<file path="src/rtl/pipe_hazard_ctrl.sv">
// Pipeline sequencing controller: load-use bubbles, taken-branch flushes and data-memory freezes with timeout.
// Optional performance counters are built when HAZ_PERF_CNT_EN is defined.
module pipe_hazard_ctrl #(
    parameter int LU_STALL    = 1,
    parameter int MEM_TIMEOUT = 16
) (
    input  logic        clk_i,
    input  logic        rst_i,
    input  logic [4:0]  ifid_rs_i,
    input  logic [4:0]  ifid_rt_i,
    input  logic        ifid_uses_rt_i,
    input  logic        idex_memread_i,
    input  logic [4:0]  idex_rt_i,
    input  logic        branch_taken_i,
    input  logic        dmem_req_i,
    input  logic        dmem_ack_i,
    output logic        pc_write_o,
    output logic        ifid_write_o,
    output logic        idex_write_o,
    output logic        exmem_write_o,
    output logic        ifid_flush_o,
    output logic        idex_flush_o,
    output logic        exmem_flush_o,
    output logic        err_o
`ifdef HAZ_PERF_CNT_EN
    ,
    output logic [31:0] stall_cnt_o,
    output logic [31:0] flush_cnt_o
`endif
);

    typedef enum logic [1:0] {ST_RUN, ST_LU_STALL, ST_MEM_WAIT} state_t;
    typedef enum logic [1:0] {ACT_GO, ACT_FREEZE, ACT_FLUSH, ACT_BUBBLE} act_t;

    localparam logic [2:0] SCNT_LAST  = 3'(LU_STALL - 1);
    localparam logic [7:0] WCNT_LIMIT = 8'(MEM_TIMEOUT);

    state_t     state_q, state_d;
    logic [2:0] scnt_q, scnt_d;
    logic [7:0] wcnt_q, wcnt_d;
    logic       susp_q, susp_d;
    logic       err_q, err_d;
    act_t       act;
    logic       hz;
    logic       dmem_stall;

    assign hz = idex_memread_i && (idex_rt_i != 5'd0) &&
                ((idex_rt_i == ifid_rs_i) || (ifid_uses_rt_i && (idex_rt_i == ifid_rt_i)));
    assign dmem_stall = dmem_req_i & ~dmem_ack_i;

    always_comb begin
        state_d = state_q;
        scnt_d  = scnt_q;
        wcnt_d  = wcnt_q;
        susp_d  = susp_q;
        err_d   = err_q;
        act     = ACT_GO;
        if (!rst_i) begin
            case (state_q)
                ST_RUN: begin
                    if (dmem_stall) begin
                        act     = ACT_FREEZE;
                        state_d = ST_MEM_WAIT;
                        wcnt_d  = 8'd1;
                        susp_d  = 1'b0;
                    end else if (branch_taken_i) begin
                        // The lw that would have caused a hazard is being flushed.
                        act = ACT_FLUSH;
                    end else if (hz) begin
                        act = ACT_BUBBLE;
                        if (LU_STALL > 1) begin
                            state_d = ST_LU_STALL;
                            scnt_d  = 3'd1;
                        end
                    end
                end
                ST_LU_STALL: begin
                    if (dmem_stall) begin
                        // Bubble count is parked; resumes once memory answers.
                        act     = ACT_FREEZE;
                        state_d = ST_MEM_WAIT;
                        wcnt_d  = 8'd1;
                        susp_d  = 1'b1;
                    end else if (branch_taken_i) begin
                        act     = ACT_FLUSH;
                        state_d = ST_RUN;
                        scnt_d  = 3'd0;
                    end else begin
                        act = ACT_BUBBLE;
                        if (scnt_q >= SCNT_LAST) begin
                            state_d = ST_RUN;
                            scnt_d  = 3'd0;
                        end else if (scnt_q != 3'd7) begin
                            scnt_d = scnt_q + 3'd1;
                        end
                    end
                end
                ST_MEM_WAIT: begin
                    if (dmem_ack_i) begin
                        act     = ACT_GO;
                        state_d = susp_q ? ST_LU_STALL : ST_RUN;
                        susp_d  = 1'b0;
                        wcnt_d  = 8'd0;
                    end else if (wcnt_q >= WCNT_LIMIT) begin
                        // Give up on the access and let the pipeline move again.
                        act     = ACT_GO;
                        err_d   = 1'b1;
                        state_d = ST_RUN;
                        susp_d  = 1'b0;
                        scnt_d  = 3'd0;
                        wcnt_d  = 8'd0;
                    end else begin
                        act = ACT_FREEZE;
                        if (wcnt_q != 8'hFF) begin
                            wcnt_d = wcnt_q + 8'd1;
                        end
                    end
                end
                default: begin
                    state_d = ST_RUN;
                end
            endcase
        end
    end

    always_comb begin
        pc_write_o    = 1'b1;
        ifid_write_o  = 1'b1;
        idex_write_o  = 1'b1;
        exmem_write_o = 1'b1;
        ifid_flush_o  = 1'b0;
        idex_flush_o  = 1'b0;
        exmem_flush_o = 1'b0;
        case (act)
            ACT_FREEZE: begin
                pc_write_o    = 1'b0;
                ifid_write_o  = 1'b0;
                idex_write_o  = 1'b0;
                exmem_write_o = 1'b0;
            end
            ACT_FLUSH: begin
                ifid_flush_o  = 1'b1;
                idex_flush_o  = 1'b1;
                exmem_flush_o = 1'b1;
            end
            ACT_BUBBLE: begin
                pc_write_o   = 1'b0;
                ifid_write_o = 1'b0;
                idex_flush_o = 1'b1;
            end
            default: begin
            end
        endcase
    end

    always_ff @(posedge clk_i) begin
        if (rst_i) begin
            state_q <= ST_RUN;
            scnt_q  <= 3'd0;
            wcnt_q  <= 8'd0;
            susp_q  <= 1'b0;
            err_q   <= 1'b0;
        end else begin
            state_q <= state_d;
            scnt_q  <= scnt_d;
            wcnt_q  <= wcnt_d;
            susp_q  <= susp_d;
            err_q   <= err_d;
        end
    end

    assign err_o = err_q;

`ifdef HAZ_PERF_CNT_EN
    logic [31:0] stall_cnt_q, stall_cnt_d;
    logic [31:0] flush_cnt_q, flush_cnt_d;

    always_comb begin
        stall_cnt_d = stall_cnt_q + {31'd0, ~pc_write_o};
        flush_cnt_d = flush_cnt_q + {31'd0, (act == ACT_FLUSH)};
    end

    always_ff @(posedge clk_i) begin
        if (rst_i) begin
            stall_cnt_q <= 32'd0;
            flush_cnt_q <= 32'd0;
        end else begin
            stall_cnt_q <= stall_cnt_d;
            flush_cnt_q <= flush_cnt_d;
        end
    end

    assign stall_cnt_o = stall_cnt_q;
    assign flush_cnt_o = flush_cnt_q;
`endif

endmodule

</file>
<file path="config.mk">
export PLATFORM = sky130hd
export DESIGN_NAME = pipe_hazard_ctrl
export DESIGN_NICKNAME = d
export VERILOG_FILES = /design/src/rtl/pipe_hazard_ctrl.sv
export SDC_FILE = /design/constraint.sdc
export NUM_CORES = 1
export LEC_CHECK = 0
export CAP_MARGIN = 20
export CORE_ASPECT_RATIO = 1.75
export CORE_MARGIN = 2
export CORE_UTILIZATION = 28
export CTS_BUF_LIST = sky130_fd_sc_hd__clkbuf_2 sky130_fd_sc_hd__clkbuf_4 sky130_fd_sc_hd__clkbuf_8
export DETAILED_ROUTE_END_ITERATION = 16
export DONT_BUFFER_PORTS = 1
export PLACE_DENSITY_LB_ADDON = 0.3
export SKIP_LAST_GASP = 1
export SYNTH_ARGS = -nofsm -noshare
export SYNTH_HDL_FRONTEND = slang
export SYNTH_SLANG_ARGS = --single-unit
</file>
<file path="constraint.sdc">
create_clock -name clk_i -period 6.2 [get_ports clk_i]
set_input_delay 1.86 -clock clk_i [delete_from_list [all_inputs] [get_ports clk_i]]
set_output_delay 1.86 -clock clk_i [all_outputs]
set_load 0.03 [all_outputs]
</file>
# == Word level (Yosys, flattened, before mapping) ==
# Cells that the tools add are included.
# totals
inputBits,22
elab_cells,85
ff_bits,15
# classes
bitwise_logic,2
order_cmp,2
n_eq_ne,19
muxes,38
addsub,2
reduce_logical,17
# op_table
operator,count
$mux W8,4
$mux W2,11
$mux W3,6
$pmux W8 S2,1
$mux W1,12
$ne A4 B4 Y1 const B,3
$pmux W2 S3,2
$eq A5 B5 Y1,2
$ne A2 B2 Y1 const B,5
$reduce_and A3 Y1,3
$add A8 B1 Y8 const B,1
$ge A8 B5 Y1 const B,1
$ne A8 B8 Y1 const B,1
$eq A2 B2 Y1 const B,3
$ne A3 B3 Y1 const B,2
$pmux W3 S2,1
$reduce_or A2 Y1,3
$reduce_and A5 Y1,1
$reduce_bool A5 Y1,1
$eq A2 B1 Y1 const B,2
$reduce_and A4 Y1,1
$reduce_bool A2 Y1,2
$add A3 B1 Y3 const B,1
$ge A3 B1 Y1 const B,1
other kinds (8),10

# == Logic depth before layout (Yosys ltp) ==
# Gate-level depths: netlist of run 1.
# depth
word_depth,12
depth_mapped,5

# == Worst setup path before layout of run 1 ==
# Ideal clock, no wire load.
# synth_path
path_kind,input -> output
start,in idex_rt_i[1]
end,out pc_write_o
t_required_ns,4.340
stages,5
arrival_time_ns,3.822
setup_slack_ns,0.518
path_cell_list,or4_1 o21a_1 nor3b_1 a211oi_1 buf_4
# synth_between
elab_chain_len,12
elab_cells_between_ends,16
cone_classes,eq/ne: 4; mux: 6; reduce/logical: 6
# synth_rtl
element,line,source
start: declaration,13,"input logic [4:0] idex_rt_i,"
$eq A5 B5 Y1,48,((idex_rt_i == ifid_rs_i) || (ifid_uses_rt_i && (idex_rt_i == ifid_rt_i)));
$logic_and A1 B1 Y1,48,
$logic_or A1 B1 Y1,48,
$logic_and A1 B1 Y1 *,47,assign hz = idex_memread_i && (idex_rt_i != 5'd0) &&
$mux W2 *,69,end else if (hz) begin
$mux W2 *,66,end else if (branch_taken_i) begin
$mux W2 *,61,if (dmem_stall) begin
$pmux W2 S3 *,59,case (state_q)
$mux W2 *,58,if (!rst_i) begin
$eq A2 B2 Y1 or $eq A2 B1 Y1 (tied branches),--,
$reduce_or A2 Y1 (no line) *,--,
$mux W1 *,--,
end: declaration,17,"output logic pc_write_o,"
# Every way passes the cells marked *; elsewhere a longest branch is shown, timed or not.

# == Final worst setup path of run 1 ==
# layout_path
start,in idex_rt_i[1]
end,out ifid_write_o
# layout_between
elab_chain_len,12
elab_cells_between_ends,16
cone_classes,eq/ne: 4; mux: 6; reduce/logical: 6
# layout_rtl
element,line,source
$eq A5 B5 Y1,48,
$logic_and A1 B1 Y1,48,
$logic_or A1 B1 Y1,48,
$logic_and A1 B1 Y1 *,47,
$mux W2 *,69,
$mux W2 *,66,
$mux W2 *,61,
$pmux W2 S3 *,59,
$mux W2 *,58,
$eq A2 B2 Y1 or $eq A2 B1 Y1 (tied branches),134,case (act)
$reduce_or A2 Y1 (no line) *,--,
$mux W1 *,134,
end: declaration,18,"output logic ifid_write_o,"
# Marked as above.

==> out/results.ini, run 1 <==
[outcome]
status=finished, final reports clean

[hold_path]
hp-start=susp_q
hp-class=reg -> reg
worstHoldPathCells=2
timing.hold.worst_endpoint=state_q[0]

[cts]
tritoncts=yes
post-cts-setup-buffer-count=0
h-tree-depth=1
cts_buffers=3
cts_resized=0
cts_max_path_buffers=2
clk_latency_ns=0.24
hold_buffers=0
clock-sinks=12
clockRootBuffer=clkbuf_8
path_clk_slew_ns=0.05

[placement]
place_ws_ns=1.15
hpwl_um=1220
place_congestion=0.737
portBuffers=0

[routing]
drt_iter0_markers=14
vias_per_cell=5.44
vias=626
drc=0
drt_first_pass_iters=4
wl_per_cell_um=13.3
wl_um=1520
drtAntennaViolNets=0

[synthesis]
yosysWarnings=0
mappedNetlistArea_sq_um=741
synth_edf_count=0
synth.distinct_cells=34
synthArstFlopShare=0
synth-main-ff-cell=dfxtp_1
synthCells=87
syn_avg_cell_area_sq_um=8.51
syn_nets=111
ys_seq_area_frac=0.324
ys_seq_elements=12

[floorplan]
die_h_um=72.0
ios=30
die-area_sq_mm=0.00309
num_rows=24
die_w_um=42.9
core_sq_mm=0.00249
start_util=0.297

[grt]
grt_pass1_wl_um=2610
grt.met2_usage=0.197
overflow=0
grt_pass1_vias=626
antenna_found_initial=0
met1_usage=0.110
use_met3=0.0323
track_usage=0.107
grt_busiest_layer=met2
grt_max_degree=15

[timing]
max_freq_mhz=199
setup_ws_ns=1.17
max_slew_margin=0.598
finClkSkew_ns=0.00397
final.min_clock_period_ns=5.03
setup_viol=0
finalHoldViolations=0
slew_violations=0
period_share=0.812
rsz0062_at_grt=false
final.setup.tns_ns=0
tightest_slew_ns=0.605

[cells_and_area]
areaGrowthSynthToFinish_pct=11.0
layout.nets=114
final_util=0.330
n_antenna_cell=0
final_layout_size_suffix_gt1_frac=0.146

[pwr]
power_leakage_nw=0.266
p_per_area_mw_per_mm2=249
ir_drop_mv=0.188

[worst_setup_path]
r2r_end=wcnt_q[2]
cp.required_ns=4.34
cp.arrival_ns=3.17
worstSetupPathType=in -> out
rr_worst_depth=4
crit_chain=or4_1, o21a_1, nor3b_1, a211oi_2, buf_4
worstSetupStartpointType=input port
cpMaxStageDelayCell=or4_1
worstReg2RegStart=wcnt_q[7]
slowest_delay_ns=0.53
rrSetupSlack_ns=4.58
worst-path-max-fanout=3
cp-end-kind=output port

[flow_run]
maxCapViolCount=0

## stage by stage
step	instances	power, mW	hold WS (ns)	cell area, sq um
5_1_grt	115	0.216	0.475	822
2_1_floorplan	87	0.119	0.411	741
4_1_cts	115	0.208	0.437	822
3_3_place_gp	111	0.123	0.426	767
6_report	115	0.205	0.434	822
3_5_place_dp	111	0.123	0.430	767
## area by class of cell
| cell class | count | area [sq um] |
|---|---|---|
| Fill cell | 263 | 1670 |
| Tap cell | 26 | 32.5 |
| Clock buffer | 4 | 55.1 |
| Sequential cell | 12 | 240 |
| Timing Repair Buffer | 2 | 15.0 |
| Multi-Input combinational cell | 68 | 468 |
| Inverter | 3 | 11.3 |
## flip-flops by register name, indices dropped and copies added (netlist names)
register	cells
wcnt_q	8
err_o	1
susp_q	1
state_q	2
## cell usage after synthesis (all sizes together), types with 2 or more instances
library cell,n,area [sq um]
xnor2,10,87.6
ha,2,25.0
nor3,4,31.3
nand2,7,26.3
a21oi,5,28.8
buf,3,22.5
o21ai,3,15.0
inv,3,11.3
nor3b,5,42.5
or3,2,17.5
nand3,2,10.0
dfxtp,12,240
nor2,8,30.0
nand2b,2,12.5
o21a,3,22.5
nand4,2,12.5
or4,2,18.8
o22ai,2,12.5
## worst max-delay path, delay by kind of cell
kind / cells / cell delay (ns)
AOI/OAI and AO/OA: 2 / 0.40
buffers and inverters: 1 / 0.24
and+or+nand+nor: 2 / 0.67
## power breakdown
part	internal, mW	total, mW	switching [mW]
logic	0.0152	0.0393	0.0241
registers	0.0793	0.0825	0.00323
clock network	0.0560	0.0831	0.0271
total	0.150	0.205	0.0545
## cells by family (layout without fill, tap and decap cells)
group,after synthesis,in the layout,synth area share
flip-flops,12,12,0.324
AND/OR/NAND/NOR,36,36,0.289
AO/OA/AOI/OAI,20,20,0.184
XOR/XNOR,10,10,0.118
buffers and inverters,7,9,0.0507
adder cells (fa/ha/maj),2,2,0.0338
## cell usage in the layout, fill, tap and decap left out, drive strengths merged
master	synthesis	layout
a211o	1	1
a211oi	1	1
a21oi	5	5
a22oi	1	1
a311oi	1	1
a31o	1	1
a41oi	1	1
and2	1	1
and3	1	1
buf	3	2
clkbuf	1	4
dfxtp	12	12
ha	2	2
inv	3	3
nand2	7	7
nand2b	2	2
nand3	2	2
nand4	2	2
nor2	8	8
nor3	4	4
nor3b	5	5
o211ai	1	1
o21a	3	3
o21ai	3	3
o22ai	2	2
or3	2	2
or4	2	2
xnor2	10	10
## layer usage
layer / share of wire / up-vias / wire length, um
met2: 0.51 / 29 / 774
met3: 0.11 / 2 / 164
li1: - / 315 / -
met5: 0 / - / 0
met4: 0.0085 / 0 / 13
met1: 0.38 / 280 / 572
## worst max-delay path by stage
stage | from | endpoint | cells after the start
after CTS | idex_rt_i[1] | ifid_write_o | 5
after detailed placement | idex_rt_i[1] | ifid_write_o | 5
after global placement | idex_rt_i[1] | ifid_write_o | 5
after floorplan | idex_rt_i[1] | pc_write_o | 5
after global routing | idex_rt_i[1] | pc_write_o | 5
final | idex_rt_i[1] | ifid_write_o | 5
(Power assumes the default switching activity.)
==> inputs of run 2 (changes only) <==
==> constraint.sdc (replaced) <==
create_clock -name clk_i -period 5 [get_ports clk_i]
set_input_delay 1.5 -clock clk_i [delete_from_list [all_inputs] [get_ports clk_i]]
set_output_delay 1.5 -clock clk_i [all_outputs]
set_load 0.03 [all_outputs]
==> out/results.ini, run 2 (synthesis gave the netlist of run 1 again) <==
[pwr]
total_power_uw=255  ; +24%
sw_frac_of_total=0.269  ; +0.00273
p_per_area_mw_per_mm2=310  ; +24%
power_leakage_nw=0.266  ; unchanged
power_switching_uw=68.5  ; +26%
clockPowerShare=0.409  ; +0.003
pwr-share-seq=0.402  ; about the same
ir_drop_mv=0.193  ; +2.6%
p_int_uw=187  ; +24%
combPwrFrac=0.190  ; -0.002

[flow_run]
maxCapViolCount=0  ; unchanged

[grt]
overflow=0  ; unchanged
grt_pass1_vias=622  ; -0.64%
grt_max_degree=15  ; unchanged
antenna_found_initial=0  ; unchanged
grt_pass1_wl_um=2500  ; -4.0%
track_usage=0.102  ; -0.00564

[timing]
setup_viol=0  ; unchanged
max_slew_margin=0.598  ; about the same
timing.hold.ws_ns=0.448  ; +0.0142 ns
period_share=0.862
tightest_slew_ns=0.606  ; +0.000330 ns
slew_violations=0  ; unchanged
finalHoldViolations=0  ; unchanged
rsz0062_at_grt=false
setup_ws_ns=0.690  ; -0.475 ns
finClkSkew_ns=0.00314  ; -0.000826 ns
final.min_clock_period_ns=4.31
max_freq_mhz=232
final.setup.tns_ns=0  ; unchanged

[cells_and_area]
regMostFlops=wcnt_q
top_regs=wcnt_q: 8 flops, state_q: 2 flops
layout_commonest_cell=dfxtp_1
stdcell_area_sq_um=822  ; unchanged
final_layout_size_suffix_gt1_frac=0.146  ; unchanged
areaGrowthSynthToFinish_pct=11.0  ; unchanged
n_antenna_cell=0  ; unchanged
largest_reg_flops=8  ; unchanged
layout_common_cells=12 x dfxtp_1, 10 x xnor2_1, 8 x nor2_1
layout.nets=114  ; unchanged

[cts]
cts_max_path_buffers=2  ; unchanged
hold_buffers=0  ; unchanged
path_clk_slew_ns=0.05  ; about the same
h-tree-depth=1  ; unchanged
clock-sinks=12  ; unchanged
cts_resized=0  ; unchanged
clk_latency_ns=0.24  ; about the same
clockRootBuffer=clkbuf_8
post-cts-setup-buffer-count=0  ; unchanged
tritoncts=yes
cts_buffers=3  ; unchanged

[placement]
portBuffers=0  ; unchanged
place_congestion=0.739  ; +0.27%
placed_area_sq_um=767  ; unchanged
place_ws_ns=0.677  ; -0.477 ns
hpwl_um=1170  ; -4.3%

[routing]
wl_per_cell_um=13.0  ; -2.2%
drc=0  ; unchanged
drt_first_pass_iters=4  ; unchanged
drt_iter0_markers=5  ; -9
wl_um=1490  ; -2.2%
drtAntennaViolNets=0  ; unchanged
vias_per_cell=5.54  ; +1.8%
vias=637  ; +1.8%

[worst_setup_path]
worstSetupStartpointType=input port
rrSetupSlack_ns=3.37  ; -1.21 ns
cp.required_ns=3.50  ; -0.84 ns
worst-path-max-fanout=3  ; unchanged
cp-end-kind=output port
worstSetupPathType=in -> out
cp.arrival_ns=2.81  ; -0.36 ns

[floorplan]
start_util=0.297  ; unchanged
die_w_um=42.9  ; unchanged
die-area_sq_mm=0.00309  ; unchanged
ios=30  ; unchanged
core_sq_mm=0.00249  ; unchanged
num_rows=24  ; unchanged
die_h_um=72.0  ; unchanged

[outcome]
status=finished, final reports clean

[hold_path]
hp-class=reg -> reg

==> run 2: cell counts in the layout (fill, tap and decap cells not counted) <==
Identical to the previous run, type by type.
==> run 2: per-stage QoR <==
| stage | util | instances |
|---|---|---|
| 5_1_grt | 0.330 | 115 |
| 2_1_floorplan | - | 87 |
| 3_5_place_dp | 0.308 | 111 |
| 3_3_place_gp | 0.308 | 111 |
| 4_1_cts | 0.330 | 115 |
| 6_report | 0.330 | 115 |
==> run 2: worst max-delay path, stage by stage <==
cell and delay [ns]:
or4_1 0.52, o21a_1 0.20, nor3b_1 0.14, a211oi_2 0.20, buf_4 0.24
==> run 2: layout make-up <==
cell class	count	area [sq um]
clock buffer	4	55.1
fill	264	1670
inverter	3	11.3
multi-input combinational	68	468
sequential	12	240
tap	26	32.5
timing repair buffer	2	15.0
==> run 2: power by group through the flow <==
| stage | Combinational (mW) | Clock [mW] | Sequential, mW |
|---|---|---|---|
| 4_1_cts | 0.0489 | 0.107 | 0.102 |
| 5_1_grt | 0.0539 | 0.111 | 0.103 |
| 3_5_place_dp | 0.0485 | 0 | 0.104 |
| 6_report | 0.0484 | 0.104 | 0.102 |
| 2_1_floorplan | 0.0444 | 0 | 0.103 |
| 3_3_place_gp | 0.0484 | 0 | 0.104 |
==> run 2: final timing paths <==
kind,startpoint,end,depth (start not counted)
setup / recovery,idex_rt_i[1],ifid_write_o,5
hold / removal,susp_q,state_q[0],2
hold reg to reg,susp_q,state_q[0],2
setup reg to reg,wcnt_q[7],state_q[1],4
==> run 2: metal layers <==
layer,track usage,vias to the layer above,part of all wire
li1,-,313,-
met1,0.111,294,0.40
met2,0.182,30,0.50
met3,0.0348,0,0.094
met4,0.0278,0,0
met5,0,-,0
